<file path="src/rtl/gemm_pkg.sv">
// Shared definitions for the GEMM tile controller: FSM state encoding and
// the pipeline flush-length helper.
// Imported by gemm_tile_ctrl and available to any block that decodes its state.
package gemm_pkg;

    typedef enum logic [2:0] {
        ST_IDLE  = 3'd0,
        ST_CLEAR = 3'd1,
        ST_FEED  = 3'd2,
        ST_FLUSH = 3'd3,
        ST_DRAIN = 3'd4,
        ST_DONE  = 3'd5
    } state_t;

    // Cycles of zero-injection needed for the last operand wavefront to
    // traverse a skewed ROWS x COLS systolic array.
    function automatic int flush_len(input int rows, input int cols);
        return rows + cols - 1;
    endfunction

endpackage

</file>
<file path="src/rtl/gemm_tile_ctrl.sv">
// Purpose: sequences one GEMM tile on an external systolic array: clear, feed K operands, flush, drain rows.
// Latency: K + ROWS + COLS + ROWS + 1 cycles from start accept to done when never stalled.
// Backpressure: operand_valid=0 freezes the array in FEED; drain_ready=0 holds the offered row in DRAIN.
//
// Ports:
//   clk, rst_n                      - clock, asynchronous active-low reset
//   start, k_len                    - tile request (accepted only in IDLE), reduction length
//   operand_valid, drain_ready      - upstream operand availability, downstream result acceptance
//   busy, done                      - tile in progress, one-cycle completion pulse
//   clear_acc, en, feed_k, feed_zero- PE array / skew buffer controls
//   drain_valid, drain_row          - result row offered to the sink
//   perf_cycles, perf_stalls        - only with GEMM_TILE_CTRL_PERF_EN defined
module gemm_tile_ctrl
    import gemm_pkg::*;
#(
    parameter int ROWS = 4,
    parameter int COLS = 4,
    parameter int K_W  = 16,
    localparam int RW  = (ROWS > 1) ? $clog2(ROWS) : 1
) (
    input  logic            clk,
    input  logic            rst_n,
    input  logic            start,
    input  logic [K_W-1:0]  k_len,
    input  logic            operand_valid,
    input  logic            drain_ready,
    output logic            busy,
    output logic            done,
    output logic            clear_acc,
    output logic            en,
    output logic [K_W-1:0]  feed_k,
    output logic            feed_zero,
    output logic            drain_valid,
`ifdef GEMM_TILE_CTRL_PERF_EN
    output logic [31:0]     perf_cycles,
    output logic [31:0]     perf_stalls,
`endif
    output logic [RW-1:0]   drain_row
);

    localparam int FLUSH_LEN = flush_len(ROWS, COLS);
    localparam int FL_W      = $clog2(FLUSH_LEN + 1);

    state_t           state_q, state_d;
    logic [K_W-1:0]   k_q, k_d;
    logic [K_W-1:0]   feed_cnt_q, feed_cnt_d;
    logic [FL_W-1:0]  flush_cnt_q, flush_cnt_d;
    logic [RW-1:0]    drain_cnt_q, drain_cnt_d;
    logic             accept;

    always_comb begin
        state_d     = state_q;
        k_d         = k_q;
        feed_cnt_d  = feed_cnt_q;
        flush_cnt_d = flush_cnt_q;
        drain_cnt_d = drain_cnt_q;
        accept      = 1'b0;
        busy        = 1'b0;
        done        = 1'b0;
        clear_acc   = 1'b0;
        en          = 1'b0;
        feed_k      = '0;
        feed_zero   = 1'b0;
        drain_valid = 1'b0;
        drain_row   = '0;

        case (state_q)
            ST_IDLE: begin
                if (start) begin
                    accept  = 1'b1;
                    k_d     = k_len;
                    state_d = ST_CLEAR;
                end
            end
            ST_CLEAR: begin
                busy        = 1'b1;
                clear_acc   = 1'b1;
                feed_cnt_d  = '0;
                flush_cnt_d = '0;
                drain_cnt_d = '0;
                // A zero-length reduction has nothing to feed or flush.
                state_d     = (k_q != '0) ? ST_FEED : ST_DRAIN;
            end
            ST_FEED: begin
                busy   = 1'b1;
                en     = operand_valid;
                feed_k = feed_cnt_q;
                if (operand_valid) begin
                    // k_q is non-zero here, so K-1 cannot underflow; the
                    // counter never needs to reach K, so K_W bits suffice.
                    if (feed_cnt_q == k_q - K_W'(1)) begin
                        state_d = ST_FLUSH;
                    end else begin
                        feed_cnt_d = feed_cnt_q + K_W'(1);
                    end
                end
            end
            ST_FLUSH: begin
                busy      = 1'b1;
                en        = 1'b1;
                feed_zero = 1'b1;
                if (flush_cnt_q == FL_W'(FLUSH_LEN - 1)) begin
                    state_d = ST_DRAIN;
                end else begin
                    flush_cnt_d = flush_cnt_q + FL_W'(1);
                end
            end
            ST_DRAIN: begin
                busy        = 1'b1;
                drain_valid = 1'b1;
                drain_row   = drain_cnt_q;
                if (drain_ready) begin
                    if (drain_cnt_q == RW'(ROWS - 1)) begin
                        state_d = ST_DONE;
                    end else begin
                        drain_cnt_d = drain_cnt_q + RW'(1);
                    end
                end
            end
            ST_DONE: begin
                busy    = 1'b1;
                done    = 1'b1;
                state_d = ST_IDLE;
            end
            default: begin
                state_d = ST_IDLE;
            end
        endcase
    end

    always_ff @(posedge clk or negedge rst_n) begin
        if (!rst_n) begin
            state_q     <= ST_IDLE;
            k_q         <= '0;
            feed_cnt_q  <= '0;
            flush_cnt_q <= '0;
            drain_cnt_q <= '0;
        end else begin
            state_q     <= state_d;
            k_q         <= k_d;
            feed_cnt_q  <= feed_cnt_d;
            flush_cnt_q <= flush_cnt_d;
            drain_cnt_q <= drain_cnt_d;
        end
    end

`ifdef GEMM_TILE_CTRL_PERF_EN
    logic [31:0] perf_cycles_q, perf_cycles_d;
    logic [31:0] perf_stalls_q, perf_stalls_d;
    logic        stall_cycle;

    always_comb begin
        perf_cycles_d = perf_cycles_q;
        perf_stalls_d = perf_stalls_q;
        stall_cycle   = ((state_q == ST_FEED)  && !operand_valid) ||
                        ((state_q == ST_DRAIN) && !drain_ready);
        if (accept) begin
            perf_cycles_d = '0;
            perf_stalls_d = '0;
        end else begin
            // Counters hold once the tile returns to IDLE and saturate
            // rather than wrap.
            if (busy && (perf_cycles_q != '1)) begin
                perf_cycles_d = perf_cycles_q + 32'd1;
            end
            if (stall_cycle && (perf_stalls_q != '1)) begin
                perf_stalls_d = perf_stalls_q + 32'd1;
            end
        end
    end

    always_ff @(posedge clk or negedge rst_n) begin
        if (!rst_n) begin
            perf_cycles_q <= '0;
            perf_stalls_q <= '0;
        end else begin
            perf_cycles_q <= perf_cycles_d;
            perf_stalls_q <= perf_stalls_d;
        end
    end

    assign perf_cycles = perf_cycles_q;
    assign perf_stalls = perf_stalls_q;
`endif

endmodule

</file>
<file path="config.mk">
export PLATFORM = sky130hd
export DESIGN_NAME = gemm_tile_ctrl
export DESIGN_NICKNAME = d
export VERILOG_FILES = /design/src/rtl/gemm_pkg.sv /design/src/rtl/gemm_tile_ctrl.sv
export SDC_FILE = /design/constraint.sdc
export NUM_CORES = 1
export LEC_CHECK = 0
export BUFFER_PORTS_ARGS = -buffer_cell sky130_fd_sc_hd__buf_4
export CAP_MARGIN = 5
export CORE_MARGIN = 1
export CORE_UTILIZATION = 45
export DETAILED_ROUTE_END_ITERATION = 12
export MAX_ROUTING_LAYER = met4
export PLACE_DENSITY = 0.71
export SYNTH_ARGS = -nofsm -noshare
export SYNTH_HDL_FRONTEND = slang
export SYNTH_SLANG_ARGS = --single-unit
</file>
<file path="constraint.sdc">
create_clock -name clk -period 3.85 [get_ports clk]
set_input_delay 0.77 -clock clk [delete_from_list [all_inputs] [get_ports clk]]
set_output_delay 0.77 -clock clk [all_outputs]
set_load 0.01 [all_outputs]
</file>
# --- Word-level counts from Yosys, hierarchy flattened ---
# Cells that the tools add are included.
op_classes:
  addsub: 4
  eq_ne: 17
  n_reduce_logical: 11
  muxes: 24
ops:
  columns: ["op", "count"]
  rows:
  - ["16-bit 2-to-1 mux", 3]
  - ["16-bit case mux with 2 select lines", 1]
  - ["3-bit 2-to-1 mux", 8]
  - ["2-bit inequality test, second input constant", 9]
  - ["16-bit by 1-bit adder with 16-bit output, second input constant", 1]
  - ["16-bit equality test", 1]
  - ["16-bit nonzero test", 1]
  - ["16-bit by 1-bit subtractor with 16-bit output, second input constant", 1]
  - ["3-bit case mux with 5 select lines", 1]
  - ["3-bit equality test, second input constant", 3]
  - ["3-bit by 2-bit equality test with 1-bit output, second input constant", 2]
  - ["2-bit 2-to-1 mux", 3]
  - ["3-bit case mux with 2 select lines", 1]
  - ["3-bit AND reduction", 2]
  - ["6-bit AND reduction", 1]
  - ["2-bit nonzero test", 3]
  - ["1-bit 2-to-1 mux", 5]
  - ["5-bit OR reduction", 1]
  - ["2-bit case mux with 2 select lines", 1]
  - ["2-bit AND reduction", 2]
  - ["3-bit by 1-bit adder with 3-bit output, second input constant", 1]
  - ["3-bit by 1-bit equality test with 1-bit output, second input constant", 1]
  - ["3-bit zero test", 1]
  - ["2-bit by 1-bit adder with 2-bit output, second input constant", 1]
  - ["2 further kinds", 2]
word_totals:
  wordCells: 61
  reg_bits: 40
  inputBits: 21
  output_inout_bits: 24

# --- Logic depth before layout (Yosys ltp) ---
logic_depth:
  depth_word: 5
  mapped_depth: 10
  depth_no_buf: 9

# --- Worst setup path before layout ---
# Ideal clock, no wire load.
synth_path:
  kind: "reg-to-reg"
  startpoint: "register k_q[0]"
  endpoint: "register feed_cnt_q[14]"
  slack_ps: 1148
  stages_incl_launch_ff: 10
  setup_ps: 80
  t_required_ps: 3770
  path_buffers: 1
  synth_period_minus_slack_ps: 2702
  t_arrival_ps: 2622
  cell_sequence: "dfrtp_1 > inv_1 > ha_1 > nor3b_1 > a21boi_0 > o311ai_1 > a2111oi_2 > clkbuf_2 > or4_1 > a21oi_1"
synth_between:
  elab_chain_cells: 4
synth_rtl:
  columns: ["item", "line_no", "source"]
  rows:
  - ["start: declaration", "gemm_tile_ctrl.sv:45", "logic [K_W-1:0] k_q, k_d;"]
  - ["start signal: assignment", "gemm_tile_ctrl.sv:140", "k_q <= k_d;"]
  - ["16-bit by 1-bit subtractor with 16-bit output", "gemm_tile_ctrl.sv:91", "if (feed_cnt_q == k_q - K_W'(1)) begin"]
  - ["16-bit equality test", "gemm_tile_ctrl.sv:91", null]
  - ["2-bit inequality test (no source line)", null, null]
  - ["3-bit AND reduction (no source line)", null, null]
  - ["end signal: assignment", "gemm_tile_ctrl.sv:141", "feed_cnt_q <= feed_cnt_d;"]
  - ["end: declaration", "gemm_tile_ctrl.sv:46", "logic [K_W-1:0] feed_cnt_q, feed_cnt_d;"]
# No other way between the ends.
# A chain may end at the register's enable or synchronous reset.

# --- Final worst setup path ---
# Ends and elaborated chain as after synthesis.

==> out/summary.txt <==
hpwl dp: 5090 um
Placer Congestion: 0.965
CTS Buf Count: 5
VDD IR max: 0.000281 V
Worst R2R Setup Slack: 800 ps
drt drc: 0
worst reg2reg endpoint: feed_cnt_q[14]$_DFFE_PN0P_
post-synth top area cell: dfrtp_1
CP Launch Type: register
First-pass DRT Iterations: 4
DR WL/cell: 16.1 um
Switching Share: 0.445
Final Hold Fails: 0
Max Clock Freq: 327 MHz
required time worst endpoint: 4070 ps
n_diodes: 0
Clk pwr share: 0.143
CTS resizes: 0
Critical Path Fanout Max: 30
Synth-to-Final Area Change: 17.6%
total grt overflow: 0
vias: 2547
min cycle time layout: 3050 ps
CTS tree: built
main combinational cell family by area after synthesis: simple AND/OR/NAND/NOR gates
Reg power frac: 0.376
IO Count: 45
Worst Clk Skew: 7.43 ps
Num Clock Sinks: 40
endpoints failing setup: 0
dominant cells by area after synthesis: dfrtp_1 (36%), and3_1 (5.9%), mux2_2 (5.7%)
Synth Area in XOR/XNOR: 0.0571
hold slack: 454 ps
Nets: 381
share of cells above drive strength 1: 0.220
crit path capture type: register
Int Power: 0.00113 W
RSZ-0062 raised after global routing: false
GRT Total Usage: 0.240
Least-Margin Pin Slew: 691 ps
WS Path Type: reg -> reg
Min-Delay Path Class: in -> async
Layout fillers: 561
multiplexer area fraction after synthesis: 0.0680
vias in the first global route: 2340
IO Port Bufs: 44
FF+latch area: 1000 sq um
Yosys warnings: 0
post-synth cell types: 53
Synth top cells by count: dfrtp_1 (40), and3_1 (26), nand2_1 (25)
post-synth top area share: 0.363
mean number of vias per cell: 5.92
post-route setup TNS: 0 ps
post-route cell area: 3240 sq um
EDFF count, synth: 0
P_leak: 1.46 nW
pwr dens: 625 nW/um^2
initial core utilization: 0.466
Final WS setup: 796 ps
pre-CTS setup slack: 846 ps
Worst Setup SP: k_q[0]$_DFFE_PN0P_
Die Wd: 80.3 um
Top FF cell, synth: dfrtp_1
Clock Tree Buf Depth: 2
multi-input logic area: 1660 sq um
Comb power frac: 0.480
compound-cell area share of the yosys netlist: 0.151
register area share after synthesis: 0.363
switching power of the nets: 0.000902 W
drt first-iter violations: 114
global-route wire length before repair: 11600 um
syn avg cell area: 8.70 sq um
CORE AREA: 5920 sq um
# hold bufs at CTS: 0
count leader, synth: dfrtp_1
Mapped Area: 2760 sq um
Post-Route WL: 6940 um
Reg clk slew, reported paths: 80 ps
CTS root buffer: clkbuf_8
Clock Latency Late Sink: 290 ps
normalized max-slew margin: 0.535
Reg2Reg Launch Point: k_q[0]$_DFFE_PN0P_
worst path arrival time: 3280 ps
Power, Total: 0.00203 W
outcome: complete, no violations
DP Area: 3150 sq um
post-route clock period utilization: 0.793
Worst R2R Path Depth: 10
Antenna Violating Nets Remaining: 0
Die Area: 6450 sq um
Post-Syn Nets: 344
maxcap violations: 0
antenna violations before repair: 0
simple-gate portion of the synthesized area: 0.291
Adder-Cell Fraction of Synth Area: 0.0272
pin count of the biggest net entering global routing: 41
die outline height: 80.3 um
Core Rows: 28
Slew Viols, Final: 0
# Post-CTS Setup Buffers: 0
Mapped Cells: 317
H-tree Lvls: 2
Seq cells post-synth: 40
worst setup path end: feed_cnt_q[14]$_DFFE_PN0P_
ys async rst share: 1.00
## cells in the final DEF (no fill, tap or decap), types with 2 or more instances in the layout
| cell | instances |
|---|---|
| a211oi_1 | 2 |
| a21oi_1 | 20 |
| a31oi_1 | 2 |
| and2_1 | 5 |
| and3_1 | 26 |
| buf_4 | 49 |
| clkbuf_1 | 2 |
| clkbuf_8 | 6 |
| dfrtp_1 | 40 |
| ha_1 | 6 |
| inv_1 | 8 |
| mux2_2 | 14 |
| mux2i_1 | 3 |
| nand2_1 | 25 |
| nand2b_1 | 4 |
| nand3_1 | 15 |
| nand4_1 | 8 |
| nand4b_1 | 2 |
| nor2_1 | 11 |
| nor2b_1 | 3 |
| nor3_1 | 10 |
| nor4_1 | 4 |
| o211ai_1 | 2 |
| o21ai_0 | 24 |
| o31ai_1 | 5 |
| o41ai_1 | 2 |
| or3_1 | 16 |
| or4_1 | 3 |
| xnor2_1 | 9 |
| xor2_1 | 9 |
## critical path: stages, from the launching register on
cell       delay, ps
dfrtp_1          450
inv_1            140
ha_1             290
or3b_2           530
nor4_1           300
o21ai_0          110
nand4b_1         210
a2111oi_4         50
buf_4            240
or4_1            510
a21oi_1          150
## registers in the layout (all words and copies together) (netlist names)
signal / count
k_q: 16
drain_cnt_q: 2
state_q: 3
feed_cnt_q: 16
flush_cnt_q: 3
## layout make-up
| type | count | share of cell area |
|---|---|---|
| Clock buffer | 8 | 0.0278 |
| Multi-Input combinational cell | 249 | 0.511 |
| Timing Repair Buffer | 49 | 0.113 |
| Inverter | 9 | 0.0104 |
| Sequential cell | 40 | 0.309 |
| Tap cell | 75 | 0.0289 |
## worst min path at each step
| stage | startpoint | endpoint | slack [ps] | cells past startpoint |
|---|---|---|---|---|
| 6_report | rst_n | feed_cnt_q[4]$_DFFE_PN0P_ | 450 | 1 |
| 5_1_grt | rst_n | feed_cnt_q[4]$_DFFE_PN0P_ | 480 | 1 |
| 2_1_floorplan | rst_n | drain_cnt_q[0]$_DFFE_PN0P_ | 470 | 0 |
| 4_1_cts | rst_n | feed_cnt_q[11]$_DFFE_PN0P_ | 470 | 1 |
| 3_5_place_dp | flush_cnt_q[0]$_DFFE_PN0P_ | flush_cnt_q[0]$_DFFE_PN0P_ | 530 | 1 |
| 3_3_place_gp | drain_cnt_q[1]$_DFFE_PN0P_ | drain_cnt_q[1]$_DFFE_PN0P_ | 520 | 2 |
## cell families (layout without fill, tap and decap cells)
family | count (synthesis) | after routing
adders and majority gates | 6 | 6
buffers and inverters | 28 | 66
DFF | 40 | 40
xor gates and xnor gates | 18 | 18
muxes | 17 | 17
AOI/OAI and AO/OA | 67 | 67
and+or+nand+nor | 141 | 141
## power groups by stage
stage          Sequential, W  Combinational [W]  Clock, W
6_report            0.000763           0.000974  0.000291
5_1_grt             0.000792            0.00109  0.000315
4_1_cts             0.000761           0.000970  0.000295
3_5_place_dp        0.000768           0.000961         0
3_3_place_gp        0.000763           0.000948         0
2_1_floorplan       0.000676           0.000763         0
## metrics by stage
stage / util / instances
after global placement: 0.533 / 422
final: 0.548 / 430
after global routing: 0.548 / 430
after detailed placement: 0.533 / 422
after CTS: 0.548 / 430
after floorplan: - / 317
## routing by layer
layer | vias up | share of wire | global-route usage
met2 | 65 | 0.48 | 0.376
met5 | - | 0 | -
li1 | 1239 | - | -
met1 | 1234 | 0.47 | 0.323
met3 | 9 | 0.040 | 0.0364
met4 | 0 | 0.014 | 0.0643
No activity file was read; power rests on OpenSTA's default activity.
